[src/rtl/matmul_pkg.sv]
// Shared definitions for the matrix-multiply processing elements.
//   pe_state_t : processing-element control state (IDLE, MAC, OUTPUT)
//   idx_w(x)   : width of an index that counts 0..x-1 (at least 1 bit)
//   acc_w(dw,k): accumulator width that holds a k-term sum of dw x dw
//                signed products without overflow
package matmul_pkg;

  typedef enum logic [1:0] {
    IDLE   = 2'd0,
    MAC    = 2'd1,
    OUTPUT = 2'd2
  } pe_state_t;

  function automatic int idx_w(input int x);
    return (x > 1) ? $clog2(x) : 1;
  endfunction

  function automatic int acc_w(input int dw, input int k);
    return 2 * dw + $clog2(k) + 1;
  endfunction

endpackage

[src/rtl/pe_dot_engine_mac_unit.sv]
// mac_unit: one signed DW x DW multiplier feeding an AW-bit accumulator.
//   clk, rst_n : clock, asynchronous active-low reset
//   clear      : load zero into the accumulator (wins over en)
//   en         : add the current product into the accumulator
//   a, b       : signed operands
//   acc        : registered accumulator value
//   sum        : acc + sext(a*b), the value acc takes on an enabled edge
module mac_unit
  import matmul_pkg::*;
#(
  parameter int DW = 8,
  parameter int K  = 4,
  localparam int AW = acc_w(DW, K)
) (
  input  logic          clk,
  input  logic          rst_n,
  input  logic          clear,
  input  logic          en,
  input  logic [DW-1:0] a,
  input  logic [DW-1:0] b,
  output logic [AW-1:0] acc,
  output logic [AW-1:0] sum
);

  logic signed [2*DW-1:0] prod;
  logic        [AW-1:0]   prod_ext;

  assign prod     = $signed(a) * $signed(b);
  // AW is always wider than the product, so the replication is never empty.
  assign prod_ext = {{(AW - 2*DW){prod[2*DW-1]}}, prod};
  assign sum      = acc + prod_ext;

  always_ff @(posedge clk or negedge rst_n) begin
    if (!rst_n) begin
      acc <= '0;
    end else if (clear) begin
      acc <= '0;
    end else if (en) begin
      acc <= sum;
    end
  end

endmodule

[src/rtl/pe_dot_engine.sv]
// pe_dot_engine: captures a row and a column vector on an issue pulse,
// runs a K-cycle signed multiply-accumulate and offers the dot product on a
// valid/ready port.
//   clk, rst_n          : clock, asynchronous active-low reset
//   start_PE            : one-cycle issue pulse
//   row_data, col_data  : K packed signed DW-bit elements, element k at [k*DW +: DW]
//   n_in, m_in          : job tags carried through to the result
//   PE_ready            : high only while idle; an issue is accepted
//   res_valid/res_ready : result handshake
//   res_data, res_n/m   : signed dot product and its tags
//   issue_err           : sticky, an issue arrived while not ready
module pe_dot_engine
  import matmul_pkg::*;
#(
  parameter int N  = 2,
  parameter int M  = 2,
  parameter int K  = 4,
  parameter int DW = 8,
  localparam int NW = idx_w(N),
  localparam int MW = idx_w(M),
  localparam int KW = idx_w(K),
  localparam int AW = acc_w(DW, K)
) (
  input  logic            clk,
  input  logic            rst_n,
  input  logic            start_PE,
  input  logic [K*DW-1:0] row_data,
  input  logic [K*DW-1:0] col_data,
  input  logic [NW-1:0]   n_in,
  input  logic [MW-1:0]   m_in,
  output logic            PE_ready,
  output logic            res_valid,
  input  logic            res_ready,
  output logic [AW-1:0]   res_data,
  output logic [NW-1:0]   res_n,
  output logic [MW-1:0]   res_m,
  output logic            issue_err
);

  pe_state_t state_reg, state_next;

  logic [KW-1:0]   k_reg;
  logic [K*DW-1:0] row_reg, col_reg;
  logic [NW-1:0]   tag_n_reg;
  logic [MW-1:0]   tag_m_reg;

  logic [DW-1:0] row_elem [K];
  logic [DW-1:0] col_elem [K];

  logic          issue_ok;
  logic          mac_en;
  logic          last_mac;
  logic          handshake;
  logic [AW-1:0] acc;
  logic [AW-1:0] acc_sum;

  // Unpack the captured operand vectors so the k counter can select a lane.
  for (genvar gi = 0; gi < K; gi++) begin : g_unpack
    assign row_elem[gi] = row_reg[gi*DW +: DW];
    assign col_elem[gi] = col_reg[gi*DW +: DW];
  end

  // ---------------- FSM: state register ----------------
  always_ff @(posedge clk or negedge rst_n) begin
    if (!rst_n) begin
      state_reg <= IDLE;
    end else begin
      state_reg <= state_next;
    end
  end

  // ---------------- FSM: next state ----------------
  always_comb begin
    state_next = state_reg;
    case (state_reg)
      IDLE:    if (start_PE)  state_next = MAC;
      MAC:     if (last_mac)  state_next = OUTPUT;
      OUTPUT:  if (res_ready) state_next = IDLE;
      default:                state_next = IDLE;
    endcase
  end

  // ---------------- FSM: outputs / strobes ----------------
  always_comb begin
    PE_ready  = (state_reg == IDLE);
    res_valid = (state_reg == OUTPUT);
    mac_en    = (state_reg == MAC);
    issue_ok  = PE_ready && start_PE;
    // k never counts past K-1, so this is the last product of the job.
    last_mac  = mac_en && (k_reg == KW'(K - 1));
    handshake = res_valid && res_ready;
  end

  mac_unit #(
    .DW (DW),
    .K  (K)
  ) u_mac (
    .clk   (clk),
    .rst_n (rst_n),
    .clear (issue_ok),
    .en    (mac_en),
    .a     (row_elem[k_reg]),
    .b     (col_elem[k_reg]),
    .acc   (acc),
    .sum   (acc_sum)
  );

  // ---------------- Datapath registers ----------------
  always_ff @(posedge clk or negedge rst_n) begin
    if (!rst_n) begin
      k_reg     <= '0;
      row_reg   <= '0;
      col_reg   <= '0;
      tag_n_reg <= '0;
      tag_m_reg <= '0;
      res_data  <= '0;
      res_n     <= '0;
      res_m     <= '0;
      issue_err <= 1'b0;
    end else begin
      if (issue_ok) begin
        row_reg   <= row_data;
        col_reg   <= col_data;
        tag_n_reg <= n_in;
        tag_m_reg <= m_in;
        k_reg     <= '0;
      end else if (mac_en && !last_mac) begin
        k_reg <= k_reg + KW'(1);
      end

      // The final product is folded in here rather than waiting a cycle for
      // acc, which keeps res_valid at K+1 cycles after the issue.
      if (last_mac) begin
        res_data <= acc_sum;
        res_n    <= tag_n_reg;
        res_m    <= tag_m_reg;
      end

      // Any issue outside IDLE is dropped, including one that coincides
      // with the result handshake.
      if (start_PE && !PE_ready) begin
        issue_err <= 1'b1;
      end
    end
  end

endmodule
[config.mk]
export PLATFORM = sky130hd
export DESIGN_NAME = pe_dot_engine
export DESIGN_NICKNAME = d
export VERILOG_FILES = /design/src/rtl/matmul_pkg.sv /design/src/rtl/pe_dot_engine_mac_unit.sv /design/src/rtl/pe_dot_engine.sv
export SDC_FILE = /design/constraint.sdc
export NUM_CORES = 1
export LEC_CHECK = 0
export CAP_MARGIN = 20
export CORE_MARGIN = 5
export CORE_UTILIZATION = 57
export DETAILED_ROUTE_END_ITERATION = 8
export PLACE_DENSITY_LB_ADDON = 0.25
export SLEW_MARGIN = 20
export SYNTH_ARGS = -nofsm -noshare
export SYNTH_HDL_FRONTEND = slang
export SYNTH_SLANG_ARGS = --single-unit
[constraint.sdc]
create_clock -name clk -period 8.8 [get_ports clk]
set_input_delay 1.76 -clock clk [delete_from_list [all_inputs] [get_ports clk]]
set_output_delay 1.76 -clock clk [all_outputs]
set_load 0.01 [all_outputs]
# ---- Word-level counts from Yosys, hierarchy flattened
# Index checks and enable logic that the tools add are counted.
dict set report totals {
  in_bits 70
  out_inout_bits 24
  ff_bits 111
  elab_cells 46
}
dict set report op_classes {
  multipliers 1
  bitwise 1
  reduce_logical 10
  add_sub_neg 2
  n_eq_ne 6
  n_mux 14
  n_lt_le_gt_ge 1
}
# cell count
set ops {}
lappend ops {{$mux 19} 2}
lappend ops {{$bmux 8 s2} 2}
lappend ops {{$mux 8} 4}
lappend ops {{$add 19x19->19} 1}
lappend ops {{$mul 8x8->16} 1}
lappend ops {{$mux 2} 5}
lappend ops {{$pmux 2 s3} 1}
lappend ops {{$eq 2x2->1 const B} 2}
lappend ops {{$logic_and 1x1->1} 4}
lappend ops {{$ne 2x1->1 const B} 2}
lappend ops {{$reduce_bool 2->1} 2}
lappend ops {{$ge 3x3->1 const B} 1}
lappend ops {{$not 2->3} 1}
lappend ops {{$reduce_and 3->1} 1}
lappend ops {{$add 2x1->2 const B} 1}
lappend ops {{$eq 2x1->1 const B} 1}
lappend ops {{$logic_not 1->1} 2}
lappend ops {{$logic_not 2->1} 1}
lappend ops {{$ne 2x2->1 const B} 1}

# ---- Longest topological paths before layout
# Gate-level depths: netlist of run 1.
dict set report logic_depth {
  word_depth 8
  ltp_mapped 29
  depth_no_buf 28
}

# ---- By module
# A second synthesis of run 1 with hierarchy kept.
dict set report hier_totals {
  hier_cells 707
  area_unflattened_um2 8247.9
}
# mod seq_area_each_um2 instances area_each_um2 cells_per_inst
set modules_own_cells {}
lappend modules_own_cells {mac_unit 475.5 1 4267.8 480}
lappend modules_own_cells {pe_dot_engine 2302.2 1 3980.1 227}

# ---- Worst setup path before layout of run 1
# Ideal clock, no wire load.
dict set report synth_timing {
  path_kind {reg-to-reg}
  from {reg k_reg[0]}
  to {reg res_data[18]}
  setup_ns 0.134
  n_path_buf 2
  slack_ns 1.883
  required_ns 8.666
  period_less_slack_ns 6.917
  t_arrival_ns 6.783
  path_stages_with_launch 27
  cell_sequence {dfrtp_1 buf_2 buf_2 mux4_2 nand2_1 inv_1 fa_1 inv_1 fa_1 inv_1 fa_1 inv_1 fa_1 inv_1 ha_1 and4_4 a21o_1 a2111oi_2 o21bai_2 xnor2_2 ha_1 o21ai_0 or2b_2 a31oi_1 xnor2_1 xnor2_1 o21ai_1}
}
dict set report synth_between {
  elab_chain_len 6
  word_cells_on_any_way 11
  cone_classes {add/sub (1); mul (1); eq/ne (1); mux (6); bitwise (1); reduce/logical (1)}
}
# item line
set synth_rtl {}
lappend synth_rtl {{start: declaration} pe_dot_engine.sv:42} ;# logic [KW-1:0] k_reg;
lappend synth_rtl {{start signal: assignment} pe_dot_engine.sv:128} ;# k_reg <= k_reg + KW'(1);
lappend synth_rtl {{$not 2->3 (not written as such)} {pe_dot_engine.sv:102, pe_dot_engine.sv:103}}
lappend synth_rtl {{$bmux 8 s2 (on tied branches)} {pe_dot_engine.sv:102, pe_dot_engine.sv:103}}
lappend synth_rtl {{$mux 8 (on tied branches) (2 in series)} {pe_dot_engine.sv:102, pe_dot_engine.sv:103}}
lappend synth_rtl {{$mul 8x8->16} pe_dot_engine_mac_unit.sv:28} ;# assign prod = $signed(a) * $signed(b);
lappend synth_rtl {{$add 19x19->19} pe_dot_engine_mac_unit.sv:31} ;# assign sum = acc + prod_ext;
lappend synth_rtl {{end signal: assignment} pe_dot_engine.sv:134} ;# res_data <= acc_sum;
lappend synth_rtl {{end: declaration} pe_dot_engine.sv:34} ;# output logic [AW-1:0] res_data,
# Parallel ways exist; a longest one is shown, timed or not. The select of a mux whose other input is x is not followed.
# A chain may end at the register's enable or synchronous reset.

# ---- Worst setup path after layout of run 1
# Ends and elaborated chain as after synthesis.

==> results.ini, run 1 <==
[global_routing]
grt_pass1_vias=6035
grtUsageTotal_pct=21.7
met3_usage_pct=4.97
grt_max_degree=85
busiest_layer=met2
antenna_found_initial=0
met2_usage_pct=35.1
grt_pass1_wl_um=28500
met1_usage_pct=29.5
grt_overflow=0

[setup_path]
r2r_setup_slack_ns=1.20
critPathKind=flip-flop to flip-flop
critPathArrivalTime_ns=7.82
critPathLaunchType=flip-flop
crit_required_ns=9.02
crit_fanout=16
critPathCaptureType=flip-flop

[clock_tree]
cts_setup_buffers=0
htreeDepth=3
cts_hold_buf=0
clkSinkCount=111
cts_buffers=9
cts_buffer_depth=2
insertion_delay_ns=0.36
tritoncts=built
cts-resized-gates=0
ctsRootBufferMaster=clkbuf_16
path_clk_slew_ns=0.08

[die]
rows=42
die_area_um2=16200
core-area_um2=13300
dieWidth_um=127
io_pins=94
die_h_um=127
initial_core_util_pct=58.8

[synthesis]
synthTopCellsByArea=dfrtp_1 35%, fa_1 14%, nand2_1 12%
async_flop_share_pct=100
avgSynthCellArea_um2=9.27
syn_inst=846
ys_types=47
synth_nets=1021
yosysTopAreaCellShare_pct=35.4
yosysWarnings=0
yosysSeqAreaShare_pct=35.4
syn_area_um2=7840
ys_ff_latch=111
synth_ff_type=dfrtp_1
synth-edff-count=0
synth_top_area_cell=dfrtp_1

[sta]
finClkSkew_ns=0.00716
worst_slack_ns=1.20
tightest_slew_ns=0.969
rsz0062_at_grt=no
fin_crit_sh_pct=86.4
drv_slew=0
timing.fmax_ghz=0.132
slew_headroom_pct=35.4
setup_viol=0
hold_viol_final=0
finalCriticalPeriod_ns=7.60
timing.setup.tns_ns=0

[detailed_routing]
drt_iter0_markers=327
num_vias=5809
firstDrtPassIters=4
ant_nets=0
drc=0
vias_per_cell=5.24
wl_per_cell_um=15.0
wirelength_um=16600

[layout]
syn2layout_area_growth_pct=17.6
antenna_cells=0
final_area_um2=9230
final_nets=1102
fin_util_pct=69.1
layout-drive-gt1-share_pct=5.90

[placement]
gp_congestion=0.901
placed_cell_area_um2=8930
hpwl_um=12700
port_buffers=93
place_ws_ns=1.19

[worst_hold_path]
hp-class=flip-flop to flip-flop

[status]
status=finished, final reports clean

[job]
cap_violations=0

cell usage in the layout, fill, tap and decap left out, types with 4 or more instances in the layout:
master and instances:
mux2_2 5, xor2_1 13, inv_1 93, nor2_1 18
o21ai_0 48, nand3_1 19, and2_1 47, a21oi_1 20
nand2b_1 4, ha_1 49, clkdlybuf4s50_1 92, mux4_2 15
o21a_1 5, clkbuf_16 9, fa_1 56, o21ai_1 7
a21o_1 7, o21bai_1 7, xnor2_1 18, dfrtp_1 111
nand2_1 239, buf_4 7
worst max-delay path, stage by stage, from the launching register on:
cell       delay [ns]
dfrtp_1          0.95
mux4_2           0.68
and2_1           0.24
fa_1             0.61
inv_1            0.15
fa_1             0.56
inv_1            0.06
fa_1             0.53
inv_1            0.05
fa_1             0.52
inv_1            0.04
ha_1             0.37
and4_4           0.23
a21o_1           0.18
a2111oi_2        0.40
o21bai_2         0.14
xnor2_2          0.31
ha_1             0.31
o21ai_0          0.18
or2b_2           0.32
a31oi_1          0.20
xnor2_1          0.19
xnor2_1          0.15
o21ai_1          0.07
cell type report:
| class | count | area, um^2 |
|---|---|---|
| fill | 1065 | 4120 |
| inverter | 93 | 349 |
| timing repair buffer | 99 | 973 |
| clock inverter | 6 | 66.3 |
| clock buffer | 10 | 229 |
| multi-input combinational | 613 | 4610 |
| tap | 176 | 220 |
| sequential | 111 | 2780 |
routing by layer:
| layer | up-vias | wire length [um] | share of wire, % |
|---|---|---|---|
| met5 | - | 0 | 0 |
| met4 | 0 | 369 | 2.2 |
| met3 | 26 | 924 | 5.6 |
| met2 | 146 | 8000 | 48 |
| met1 | 2781 | 7360 | 44 |
| li1 | 2856 | - | - |
synth_stat cells (7+ instances only):
master and instances:
o21ai_1 7, dfrtp_1 111, o21bai_1 7, xnor2_1 18
clkbuf_1 23, nor2_1 18, o21ai_0 48, nand2_1 241
mux4_2 15, xor2_1 13, ha_1 49, and2_1 48
a21oi_1 20, inv_1 93, fa_1 56, a21o_1 7
nand3_1 19
metrics by stage:
stage | instances | hold WS (ns)
after floorplan | 846 | 0.440
after global placement | 1092 | 0.453
after detailed placement | 1092 | 0.458
after CTS | 1108 | 0.477
after global routing | 1108 | 0.496
final | 1108 | 0.469
worst paths after layout:
path                                        endpoint                  start  depth (start not counted)
min in group asynchronous  u_mac.acc[16]$_DFFE_PN0P_                  rst_n                          1
max in group asynchronous    col_reg[13]$_DFFE_PN0P_                  rst_n                          2
setup reg to reg            res_data[18]$_DFFE_PN0P_   k_reg[0]$_DFFE_PN0P_                         23
hold reg to reg                issue_err$_DFFE_PN0P_  issue_err$_DFFE_PN0P_                          1
setup / recovery            res_data[18]$_DFFE_PN0P_   k_reg[0]$_DFFE_PN0P_                         23
hold / removal                 issue_err$_DFFE_PN0P_  issue_err$_DFFE_PN0P_                          1
cell families (layout without fill, tap and decap cells):
logic type,Yosys count,in the layout,share of synthesized area (%)
mux,22,22,5.28
buf+inv,122,208,5.87
fa+ha+maj,105,105,22.1
flops,111,111,35.4
xor+xnor,33,33,4.02
simple gates,345,345,19.1
compound gates,108,108,8.17
Power of run 1 is not shown: default switching activity piles up to over one toggle a cycle in this logic, so the estimate is an artifact.
==> run 2, diff against run 1 <==
--- a/config.mk
+++ b/config.mk
@@ -5,7 +5,7 @@
 export SDC_FILE = /design/constraint.sdc
 export NUM_CORES = 1
 export LEC_CHECK = 0
-export CAP_MARGIN = 20
+export CAP_MARGIN = 40
 export CORE_MARGIN = 5
 export CORE_UTILIZATION = 57
 export DETAILED_ROUTE_END_ITERATION = 8
==> results.ini, run 2 (synthesized netlist as in run 1, its figures left out) <==
[status]
status=finished, final reports clean

[placement]
gp_congestion=0.901
hpwl_um=12700
place_ws_ns=1.47
port_buffers=93

[die]
core-area_um2=13300
rows=42
die_area_um2=16200
initial_core_util_pct=58.8
dieWidth_um=127
io_pins=94
die_h_um=127

[clock_tree]
cts-resized-gates=0
path_clk_slew_ns=0.08
clkSinkCount=111
cts_buffer_depth=2
tritoncts=built
cts_hold_buf=0
insertion_delay_ns=0.36
htreeDepth=3
ctsRootBufferMaster=clkbuf_16
cts_setup_buffers=0
cts_buffers=9

[global_routing]
antenna_found_initial=0
grt_pass1_vias=5985
grt_max_degree=85
grtUsageTotal_pct=21.5
grt_pass1_wl_um=28300
grt_overflow=0

[setup_path]
critPathCaptureType=flip-flop
crit_fanout=9
critPathKind=flip-flop to flip-flop
crit_required_ns=9.05
critPathLaunchType=flip-flop
critPathArrivalTime_ns=7.57

[detailed_routing]
drc=0
wirelength_um=16500
num_vias=5846
ant_nets=0
firstDrtPassIters=4
route.met2.wl_um=7960
vias_per_cell=5.26
drt_iter0_markers=339
wl_per_cell_um=14.8
routed.top_layer=met4
wl_met3_um=834
wl_met1_um=7360

[sta]
finalCriticalPeriod_ns=7.32
drv_slew=0
slew_headroom_pct=51.1
hold_viol_final=0
worst_slack_ns=1.48
finClkSkew_ns=0.00920
rsz0062_at_grt=no
timing.fmax_ghz=0.137
tightest_slew_ns=0.729
fin_crit_sh_pct=83.1
setup_viol=0
timing.setup.tns_ns=0

[layout]
antenna_cells=0
final_common_cell=nand2_1
layout_common_cells=240 x nand2_1, 111 x dfrtp_1, 93 x inv_1
fillers=1035
syn2layout_area_growth_pct=18.9
final_nets=1106
layout-drive-gt1-share_pct=6.30

[worst_hold_path]
hp-class=flip-flop to flip-flop

[job]
cap_violations=0

==> run 2: cell count changes in the layout (fill, tap and decap cells not counted), sizes merged <==
| cell | before | now |
|---|---|---|
| inv | 96 | 97 |
| clkinvlp | 1 | 0 |
| buf | 7 | 11 |
==> run 2: cell type report <==
type	count	area [um^2]	share of cell area [%]
Inverter	93	349	3.74
Clock buffer	10	239	2.56
Timing Repair Buffer	103	1060	11.4
Tap cell	176	220	2.36
Multi-Input combinational cell	613	4610	49.4
Clock inverter	6	70.1	0.751
Sequential cell	111	2780	29.8
==> run 2: metrics by stage <==
| step | util, % | hold slack [ns] | area (um^2) | instances |
|---|---|---|---|---|
| floorplan | - | 0.440 | 7840 | 846 |
| global placement | 66.9 | 0.453 | 8930 | 1092 |
| detailed placement | 67.3 | 0.458 | 8990 | 1095 |
| CTS | 69.6 | 0.478 | 9300 | 1111 |
| global route | 69.9 | 0.490 | 9320 | 1112 |
| finish | 69.9 | 0.476 | 9320 | 1112 |
==> run 2: worst max-delay path, stage by stage (launching register included) <==
cell	delay [ns]
dfrtp_1	0.64
mux2_2	0.39
o21ai_1	0.58
inv_1	0.15
fa_1	0.60
inv_1	0.07
fa_1	0.51
inv_1	0.05
fa_1	0.47
inv_1	0.05
fa_1	0.52
inv_1	0.04
ha_1	0.34
nand3_1	0.11
o211ai_2	0.12
o21a_1	0.23
and4_2	0.24
nor3_1	0.23
xnor2_1	0.16
ha_1	0.31
and4_1	0.25
and2_1	0.17
a22oi_1	0.20
nand4b_1	0.13
a31oi_1	0.21
xnor2_1	0.19
nand2_1	0.11
mux2i_1	0.13
==> run 2: final timing paths <==
kind,start,endpoint,slack [ns],cells after the start
min reg2reg,col_reg[12]$_DFFE_PN0P_,col_reg[12]$_DFFE_PN0P_,0.48,2
max in group asynchronous,rst_n,col_reg[7]$_DFFE_PN0P_,6.44,3
max reg2reg,k_reg[1]$_DFFE_PN0P_,u_mac.acc[18]$_DFFE_PN0P_,1.48,27
max,k_reg[1]$_DFFE_PN0P_,u_mac.acc[18]$_DFFE_PN0P_,1.48,27
min,col_reg[12]$_DFFE_PN0P_,col_reg[12]$_DFFE_PN0P_,0.48,2
min in group asynchronous,rst_n,u_mac.acc[6]$_DFFE_PN0P_,1.33,1
==> run 2: metal layers <==
| layer | vias up | track usage [%] |
|---|---|---|
| li1 | 2873 | - |
| met1 | 2808 | 29.6 |
| met2 | 141 | 34.4 |
| met3 | 24 | 4.80 |
| met4 | 0 | 6.50 |
| met5 | - | 0 |
Power of run 2 is left out for the same reason.
==> run 3, diff against run 2 <==
==> constraint.sdc (replaced) <==
create_clock -name clk -period 7.2 [get_ports clk]
set_input_delay 1.44 -clock clk [delete_from_list [all_inputs] [get_ports clk]]
set_output_delay 1.44 -clock clk [all_outputs]
set_load 0.01 [all_outputs]
==> results.ini, run 3 (synthesized netlist as in run 1, its figures left out) <==
[status]
status=finished, final reports clean

[detailed_routing]
wl_met1_um=7400
drc=0
wl_per_cell_um=15.0
wl_met3_um=847
firstDrtPassIters=5
wirelength_um=17000
drt_iter0_markers=344
num_vias=5950
vias_per_cell=5.26
ant_nets=0
routed.top_layer=met4
route.met2.wl_um=8310

[layout]
layout-drive-gt1-share_pct=9.52
syn2layout_area_growth_pct=21.8
final_nets=1126
layout_common_cells=240 x nand2_1, 109 x dfrtp_1, 92 x inv_1, 92 x clkdlybuf4s50_1, 55 x fa_1
fillers=1018
fin_util_pct=71.6
final_common_cell=nand2_1
antenna_cells=0

[die]
die_h_um=127
initial_core_util_pct=58.8
io_pins=94
core-area_um2=13300
dieWidth_um=127
rows=42
die_area_um2=16200

[setup_path]
critPathCaptureType=flip-flop
critPathArrivalTime_ns=7.10
crit_fanout=9
crit_path_max_incr_delay_ns=0.58
worst_path_max_delay_cell=mux4_2
crit_required_ns=7.45
path_delay_family=adder cells
critPathLaunchType=flip-flop
worst-path-buf-inv=4
path_common_cell=fa_1
critPathKind=flip-flop to flip-flop

[placement]
gp_congestion=0.890
port_buffers=93
hpwl_um=12800

[global_routing]
grtUsageTotal_pct=21.7
grt_pass1_vias=6055
grt_pass1_wl_um=28500
grt_overflow=0
antenna_found_initial=0
grt_max_degree=85

[sta]
finClkSkew_ns=0.0195
timing.fmax_ghz=0.146
setup_viol=0
fin_crit_sh_pct=95.2
tightest_slew_ns=0.629
finalCriticalPeriod_ns=6.86
slew_headroom_pct=58.1
drv_slew=0
hold_viol_final=0

[clock_tree]
cts_hold_buf=0
cts_buffers=9
path_clk_slew_ns=0.08
insertion_delay_ns=0.37
ctsRootBufferMaster=clkbuf_16
clkSinkCount=111
tritoncts=built
cts_buffer_depth=2
htreeDepth=3

[worst_hold_path]
hp-class=flip-flop to flip-flop

[job]
cap_violations=0

run 3: cell count changes in the layout (fill, tap and decap cells not counted), sizes merged:
cell  previous run  this run
buf             11        30
inv             97        98
run 3: worst paths after layout:
check / startpoint / to / slack (ns) / depth (start not counted)
setup / recovery: k_reg[0]$_DFFE_PN0P_ / u_mac.acc[18]$_DFFE_PN0P_ / 0.34 / 26
hold reg to reg: col_reg[19]$_DFFE_PN0P_ / col_reg[19]$_DFFE_PN0P_ / 0.47 / 2
setup reg to reg: k_reg[0]$_DFFE_PN0P_ / u_mac.acc[18]$_DFFE_PN0P_ / 0.34 / 26
max in group asynchronous: rst_n / col_reg[8]$_DFFE_PN0P_ / 5.14 / 3
hold / removal: col_reg[19]$_DFFE_PN0P_ / col_reg[19]$_DFFE_PN0P_ / 0.47 / 2
min in group asynchronous: rst_n / res_data[13]$_DFFE_PN0P_ / 0.99 / 1
run 3: layout make-up:
cell class / count / area, um^2 / share of cell area [%]
Clock buffer: 9 / 225 / 2.36
Tap cell: 176 / 220 / 2.30
Timing Repair Buffer: 123 / 1250 / 13.1
Inverter: 93 / 349 / 3.65
Multi-Input combinational cell: 613 / 4650 / 48.7
Clock inverter: 7 / 82.6 / 0.864
Sequential cell: 111 / 2780 / 29.1
run 3: worst reg2reg max path, stage by stage (launching register included):
cell and delay, ns:
dfrtp_2 0.43, buf_12 0.16, mux4_2 0.58, or2_2 0.32, fa_1 0.51, fa_1 0.55, inv_1 0.06, fa_1 0.53
inv_1 0.05, fa_1 0.52, inv_1 0.04, ha_1 0.35, nand3_1 0.11, o211ai_2 0.13, o21a_1 0.24, and4_2 0.24
nor3_2 0.17, xnor2_1 0.08, ha_1 0.34, and4_4 0.21, and2_1 0.16, a22oi_2 0.16, nand4b_1 0.17, a31oi_2 0.26
xnor2_2 0.15, nand2_1 0.09, mux2i_1 0.13
run 3: per-layer routing:
metal / track usage, % / vias up
li1: - / 2917
met1: 29.2 / 2843
met2: 35.2 / 151
met3: 5.68 / 39
met4: 5.80 / 0
met5: 0 / -
run 3: through the flow:
step                cells  setup TNS [ns]  area [um^2]  setup slack [ns]  hold WS [ns]
detailed placement   1098               0         9030             0.174         0.457
global placement     1094               0         8960             0.286         0.454
finish               1132               0         9560             0.345         0.474
floorplan             846               0         7840             0.283         0.440
global route         1132         -0.0142         9560           -0.0117         0.496
CTS                  1114               0         9340             0.122         0.478
run 3: repair_timing:
| action | CTS | global route |
|---|---|---|
| resized for setup | 0 | 14 |
| setup buffers | 0 | 16 |
| setup endpoints to repair | 0 | 8 |
Power of run 3 is left out for the same reason.
